<file path="src/rtl/ram16x8.sv">
// ram16x8 -- 16 x 8 single-port RAM with power-on clearing sweep and a
// separate program-load port.
//
// After clr is released the block spends 2**AW cycles writing zero to every
// location (INIT, busy=1). It then serves bus reads and writes (RUN), or
// accepts program writes over a valid/ready handshake while prog=1 (PROG).
//
// Ports
//   clk     in   sole clock, rising edge
//   clr     in   asynchronous active-high reset
//   addrin  in   run-mode address (from the memory address register)
//   busin   in   run-mode write data
//   we      in   run-mode write enable
//   re      in   run-mode read request
//   busout  out  registered read data, holds its last value between reads
//   bus_oe  out  one-cycle pulse marking busout valid after a read
//   prog    in   program-mode select
//   pvalid  in   program write offered
//   paddr   in   program write address
//   pdata   in   program write data
//   pready  out  high in every PROG cycle
//   busy    out  high while the clearing sweep runs
module ram16x8 #(
  parameter int DW = 8,
  parameter int AW = 4
) (
  input  logic          clk,
  input  logic          clr,
  input  logic [AW-1:0] addrin,
  input  logic [DW-1:0] busin,
  input  logic          we,
  input  logic          re,
  output logic [DW-1:0] busout,
  output logic          bus_oe,
  input  logic          prog,
  input  logic          pvalid,
  input  logic [AW-1:0] paddr,
  input  logic [DW-1:0] pdata,
  output logic          pready,
  output logic          busy
);

  localparam int            DEPTH = 2 ** AW;
  localparam logic [AW-1:0] LAST  = AW'(DEPTH - 1);

  typedef enum logic [1:0] {
    ST_INIT,
    ST_RUN,
    ST_PROG
  } state_t;

  state_t        state_q, state_d;
  logic [AW-1:0] sweep_q, sweep_d;
  logic [DW-1:0] busout_q, busout_d;
  logic          bus_oe_q, bus_oe_d;
  logic          busy_q, pready_q;

  logic [DW-1:0] mem [DEPTH];

  // Single write port shared by the sweep, the bus and the program port.
  logic          mem_we;
  logic [AW-1:0] mem_waddr;
  logic [DW-1:0] mem_wdata;

  // NOTE: every signal written here gets a default first, so no path through
  // the case statement leaves one unassigned and infers a latch.
  always_comb begin
    state_d   = state_q;
    sweep_d   = sweep_q;
    busout_d  = busout_q;
    bus_oe_d  = 1'b0;
    mem_we    = 1'b0;
    mem_waddr = addrin;
    mem_wdata = busin;

    unique case (state_q)
      ST_INIT: begin
        mem_we    = 1'b1;
        mem_waddr = sweep_q;
        mem_wdata = '0;
        // Counter wraps back to zero exactly as the last location is cleared.
        sweep_d   = sweep_q + 1'b1;
        if (sweep_q == LAST) begin
          state_d = prog ? ST_PROG : ST_RUN;
        end
      end

      ST_RUN: begin
        mem_we = we;
        if (re) begin
          bus_oe_d = 1'b1;
          // Write-first: a same-cycle write is forwarded to the read data.
          busout_d = we ? busin : mem[addrin];
        end
        if (prog) begin
          state_d = ST_PROG;
        end
      end

      ST_PROG: begin
        // pready is high throughout PROG, so pvalid alone completes a handshake.
        if (pvalid) begin
          mem_we    = 1'b1;
          mem_waddr = paddr;
          mem_wdata = pdata;
        end
        if (!prog) begin
          state_d = ST_RUN;
        end
      end

      default: state_d = ST_INIT;
    endcase
  end

  // NOTE: sequential state uses non-blocking assignments so every register
  // samples the pre-edge values regardless of statement order.
  always_ff @(posedge clk or posedge clr) begin
    if (clr) begin
      state_q  <= ST_INIT;
      sweep_q  <= '0;
      busout_q <= '0;
      bus_oe_q <= 1'b0;
      busy_q   <= 1'b1;
      pready_q <= 1'b0;
    end else begin
      state_q  <= state_d;
      sweep_q  <= sweep_d;
      busout_q <= busout_d;
      bus_oe_q <= bus_oe_d;
      busy_q   <= (state_d == ST_INIT);
      pready_q <= (state_d == ST_PROG);
    end
  end

  // NOTE: the array has no reset; the INIT sweep clears it instead. Writes are
  // suppressed while clr is held so an aborted operation leaves no trace.
  always_ff @(posedge clk) begin
    if (mem_we && !clr) begin
      mem[mem_waddr] <= mem_wdata;
    end
  end

  assign busout = busout_q;
  assign bus_oe = bus_oe_q;
  assign busy   = busy_q;
  assign pready = pready_q;

endmodule

</file>
<file path="config.mk">
export PLATFORM = sky130hd
export DESIGN_NAME = ram16x8
export DESIGN_NICKNAME = d
export VERILOG_FILES = /design/src/rtl/ram16x8.sv
export SDC_FILE = /design/constraint.sdc
export NUM_CORES = 1
export LEC_CHECK = 0
export ABC_AREA = 1
export BUFFER_PORTS_ARGS = -buffer_cell sky130_fd_sc_hd__buf_4
export CAP_MARGIN = 20
export CORE_UTILIZATION = 54
export DETAILED_ROUTE_END_ITERATION = 10
export GPL_TIMING_DRIVEN = 0
export HOLD_SLACK_MARGIN = 0.06
export PLACE_DENSITY = 0.72
export SYNTH_ARGS = -nofsm -noshare
export SYNTH_HDL_FRONTEND = slang
export SYNTH_SLANG_ARGS = --single-unit
export TNS_END_PERCENT = 20
</file>
<file path="constraint.sdc">
create_clock -name clk -period 2.69 [get_ports clk]
set_clock_uncertainty 0.05 [all_clocks]
set_input_delay 0.538 -clock clk [delete_from_list [all_inputs] [get_ports clk]]
set_output_delay 0.538 -clock clk [all_outputs]
set_load 0.01 [all_outputs]
</file>
## After elaboration in Yosys (flattened, before gate mapping)

Memories as Yosys holds them, arrays and structs flattened.
Index checks and enable logic that the tools add are counted.

- Output and inout bits: 11
- Input bits: 30
- Memories kept: 1
- Bits in writable memories: 128
- Logic and storage cells: 33
- Register bits after elaboration: 17

Memory list:

| memory | depth | width | read ports | clocked after Yosys merged registers in | write ports | RTL line | RTL |
|---|---|---|---|---|---|---|---|
| mem | 16 | 8 | 1 | 0 | 1 | 58 | `logic [DW-1:0] mem [DEPTH];` |

- Add/subtract/negate cells: 1
- Reduce and logical (&&, ||, !) cells: 5
- Muxes and demuxes: 16
- Eq/ne operators: 4

Operators with widths:

| cell | count |
|---|---|
| 8-bit 2-to-1 mux | 2 |
| 8-bit one-hot mux with 2 select lines | 1 |
| 2-bit 2-to-1 mux | 4 |
| 4-bit one-hot mux with 2 select lines | 1 |
| 2-bit one-hot mux with 3 select lines | 1 |
| 1-bit 2-to-1 mux | 5 |
| 4-bit by 1-bit adder with 4-bit output (second input constant) | 1 |
| 2-bit equality test (second input constant) | 2 |
| 4-bit equality test (second input constant) | 1 |
| 2-bit zero test | 2 |
| 4-bit 2-to-1 mux | 1 |
| 1-bit one-hot mux with 3 select lines | 1 |
| 2-bit by 1-bit equality test with 1-bit output (second input constant) | 1 |
| 2-bit AND reduction | 1 |
| 1-bit logical AND | 1 |
| 1-bit zero test | 1 |

## Longest topological paths before layout

- Depth in word-level cells: 5
- Depth in mapped cells: 10
- Depth with buffers taken out: 9

## Least setup slack after synthesis

No wires, ideal clock.

- Path kind: input to register
- From: input clr
- To: memory mem[10][0] (enable)
- Arrival: 1794 ps
- Stages: 5
- Setup slack: 476 ps
- Library setup time: 370 ps
- Buffers on the path: 0
- Path through: inv_1 > o21ai_1 > inv_1 > nand3_2 > nor2_1

- Word-level cells in the longest chain between the ends: 4

Ends and longest elaborated chain:

| element | RTL line | RTL |
|---|---|---|
| start, declared | 28 | `input logic clr,` |
| 1-bit zero test | 139 | `if (mem_we && !clr) begin` |
| 1-bit logical AND | 139 |  |
| 1-bit 2-to-1 mux | 139 |  |
| 1-bit 2-to-1 mux (not written as such) | 140 | `mem[mem_waddr] <= mem_wdata;` |
| end, declared | 58 |  |

No other way between the ends.

## Final worst setup path

- From: register state_q[1]
- To: memory mem[5][4] (enable)

- Word-level cells in the longest chain between the ends: 5
- Elaborated cells between the ends (all ways): 8
- Classes of those cells: 2 x eq/ne; 4 x mux; 2 x reduce/logical

Ends and longest elaborated chain:

| element | RTL line | RTL |
|---|---|---|
| start, declared | 52 | `state_t state_q, state_d;` |
| start signal, assigned | 127 | `state_q <= state_d;` |
| 2-bit equality test (tied with other cells) | 76 | `unique case (state_q)` |
| 1-bit one-hot mux with 3 select lines | 76 |  |
| 1-bit logical AND | 139 |  |
| 1-bit 2-to-1 mux | 139 |  |
| 1-bit 2-to-1 mux (not written as such) | 140 |  |

Several ways; a longest one is shown, not always the timed one.

==> results.md <==
- Setup repair after global routing could not meet its margin everywhere.
- After the flow finishes, the layout carries non-filler instances totaling 879.
- The maximum buffer depth of the clock tree is 2.
- The smallest hold slack is 159 ps.
- After filler insertion, the fill cell instance count of the layout stands at 934.
- Across all layers, the routed design uses 4,825 vias.
- The path category of the worst min-delay check is input port to async pin.
- The share of total power dissipated in sequential elements is between 40% and 50%.
- Synthesis produced a netlist whose cell count is ~660.
- The flow ran to the end, but the final reports show violations.
- The total net switching power is approximately 2.5 mW.
- At the end of routability-driven placement, the weighted congestion stood at between 0.8 and 0.9.
- Cells fill between 60 and 70% of the core in the end.
- Measured along the y axis, the die boundary spans between 100 and 150 um.
- The worst path uses between 90% and 100% of the clock period.
- Headroom to the max-slew limit came out at a little over a third.
- The register area is approximately 4300 um2.
- The number of sinks on the clock net is around 150.
- At the pin with the least slew margin, the transition time is 969 ps.
- In the routed layout, each cell is associated on average with a via count of about 5.5.
- The setup TNS is 0 ps.
- The number of antenna violations at the first check in global routing is 0.
- The count of flip-flops with a built-in enable after synthesis is 128.
- The mean cell area of the mapped netlist is a little under 10 um2.
- The worst setup path is launched from a register.
- Combinational logic burns between 20 and 30% of the power.
- After detailed routing, the number of remaining DRC violations is 7.
- Detailed placement ended at an HPWL of about 12 mm.
- The final layout contains 754 nets.
- The register-to-register path setup slack is 120 ps.
- The worst reg2reg path startpoint is state_q[1].
- The clock tree synthesis step divided the H-tree into 4 levels.
- After routing the design area is between 7000 and 8000 um2.
- The number of iterations in the first detailed-routing pass is 9.
- The number of I/O port buffers is 37.
- The share of layout cells above drive strength 1 is between 10% and 20%.
- The internal portion of the total power is slightly above 5 mW.
- The global router's overall resource usage is about 29%.
- The top-level I/O count is 41.
- The clock slew seen by the registers of the worst setup and hold paths is 60 ps.
- The number of global-route vias before repair is between 4,000 and 5,000.
- The critical path is of the register to register type.
- The clock tree root buffer cell is clkbuf_16.
- In this run, synthesis produced a sequential element count of roughly 150.
- Including well taps, the total number of placed cells is ~850.
- For this run, the leading register cell type out of synthesis is edfxtp_1.
- The detail-routed net length per standard cell is approximately 19 um.
- The maximum vdd drop is 0.000524 V.
- The placeable core region is 11,600 um2.
- The worst register-to-register path ends at mem[5][4].
- From synthesis to final layout, the design area changed by 17.4%.
- The net count after synthesis is roughly 700.
- The data required time at the worst endpoint is roughly 2700 ps.
- Data on the critical path arrives at its endpoint at between 2000 and 3000 ps.
- The later-pin clock latency in the skew report is 430 ps.
- The maximum net fanout on the critical path is 8.
- Entering global routing, the biggest net connects 19 pins.
- The power density over cell area is 1010 nW/um2.
- The path depth of the worst reg2reg path is 5.
- The max-slew violation total from the final report is 0.
- The area of the multi-input gates is 1750 um2.
- Summed over all layers, the global routing overflow is 0.
- The final number of hold-violating endpoints is 0.
- The wire length after detailed routing is 16.7 mm.
- The number of rows created at floorplan is 39.
- The first-pass GRT wire length is 25.8 mm.
- The worst setup path is captured at a register.
- The full die area is between 10,000 and 15,000 um2.
- Setup violations remaining at the end of the flow were counted as 0.
- The placed cell area is 7000 um2.
- The number of synthesis warnings is 0.
- The fraction of registers with async set/reset is approximately an eighth.
- The leakage power is between 3 and 4 nW.
- The final reports fail on design-rule violations.
- Once the floorplan was initialized, standard cells occupied 56.0% of the core.
- The first routing iteration left a little under 500 violations.
- 0 antenna diodes ended up in the layout.
- The total clock buffers created by CTS is 17.
- The switching power as a share of total power is roughly 33%.
- The detail route stage leaves a number of antenna-violating nets equal to 0.
- From left edge to right edge, the die measures about 110 um.
- TritonCTS built the clock tree.
- The sequential share of the synthesized area is 65.9%.
- The tool flagged a number of max-cap violations equal to 0.
- In this run, post-CTS hold repair placed 0 buffers.
- The maximum clock frequency is between 0.3 and 0.4 GHz.
- In this run the cell area of the synthesized design comes to approximately 6500 um2.
- The count of unique library cells instantiated by Yosys is 28.
- The proportion of power drawn by the clock network is between 30% and 40%.
- The post-route minimum period is 2570 ps.
synthesized netlist by cell type, drive strengths merged (2+ instances only):
cell type / number / area share, %
a21oi: 12 / 0.98
buf: 16 / 1.3
clkbuf: 12 / 0.70
dfrtp: 16 / 6.2
edfxtp: 128 / 59
inv: 92 / 5.3
nand2: 239 / 14
nand3: 99 / 7.9
nor2: 27 / 1.7
o21ai: 11 / 0.85
xor2: 2 / 0.27
stage by stage:
| step | total power [mW] | worst slack [ps] |
|---|---|---|
| final | 7.69 | 124 |
| after global routing | 8.00 | -66.1 |
| after CTS | 7.68 | 87.0 |
| after detailed placement | 5.27 | -265 |
| after global placement | 5.15 | -626 |
| after floorplan | 4.45 | 476 |
critical path: stages (launching register included):
cell,delay [ps]
dfrtp_1,480
a21oi_2,430
o21ai_1,190
nor2_4,200
nand2_2,140
nor2_1,700
routing by layer:
layer | part of all wire (%) | track usage [%] | routed length (um) | up-vias
li1 | - | - | - | 2276
met4 | 3.0 | 13.0 | 503 | 0
met5 | 0 | 0 | 0 | -
met3 | 9.0 | 7.24 | 1510 | 37
met1 | 43 | 39.8 | 7260 | 2282
met2 | 45 | 43.9 | 7460 | 230
logic make-up after synthesis:
| logic type | count (synthesis) | share of synthesized area, % |
|---|---|---|
| DFF | 145 | 65.9 |
| and+or+nand+nor | 365 | 23.6 |
| buffers and inverters | 121 | 7.38 |
| adders and majority gates | 1 | 0.193 |
| xor gates and xnor gates | 3 | 0.406 |
| AOI/OAI and AO/OA | 27 | 2.51 |
cells in the final DEF, fill, tap and decap left out, types with 2 or more instances in the layout:
cell type	instances
buf_2	13
inv_1	82
dfrtp_1	16
nand3_1	96
nand2_1	235
buf_1	2
xor2_1	2
clkinvlp_4	3
o21ai_2	3
clkbuf_1	12
o21ai_1	6
clkinv_2	2
clkbuf_16	17
clkinv_1	2
buf_6	4
a21oi_1	11
nor2_2	3
inv_6	5
inv_2	10
buf_4	39
o21ai_0	2
nor2_1	23
nand2_2	4
edfxtp_1	128
nand3_2	3
bufinv_16	3
sequential cells by signal, summed over array words and instances, names as in the netlist:
register  cells
sweep_q       4
pready        1
busout        8
mem         128
bus_oe        1
busy          1
state_q       2
power groups by stage:
stage / registers [mW] / clock network [mW] / logic (mW)
floorplan: 3.36 / 0 / 1.09
global placement: 3.38 / 0 / 1.78
detailed placement: 3.36 / 0 / 1.91
CTS: 3.32 / 2.44 / 1.92
global route: 3.36 / 2.53 / 2.11
finish: 3.32 / 2.43 / 1.94
worst max-delay path by stage:
| stage | from | endpoint | slack (ps) | cells after the start |
|---|---|---|---|---|
| after CTS | state_q[1] | mem[2][4] | 90 | 5 |
| after detailed placement | clr | mem[2][4] | -270 | 6 |
| after global routing | state_q[1] | mem[8][0] | -70 | 5 |
| after global placement | pvalid | mem[9][5] | -630 | 4 |
| after floorplan | clr | mem[10][0] | 480 | 5 |
| final | state_q[1] | mem[5][4] | 120 | 5 |
repair_timing:
action | CTS | global route
resized for setup | 0 | 2
endpoints found under the setup margin | 0 | 40
buffers inserted | 0 | 0
layout make-up:
cell class	count	share of cell area [%]
Clock inverter	15	2.38
Multi-Input combinational cell	396	23.0
Tap cell	143	2.35
Sequential cell	145	56.1
Buffer	28	1.69
Timing Repair Buffer	42	4.29
Clock buffer	17	5.59
Inverter	93	4.59
No activity file was read; power rests on OpenSTA's default activity.
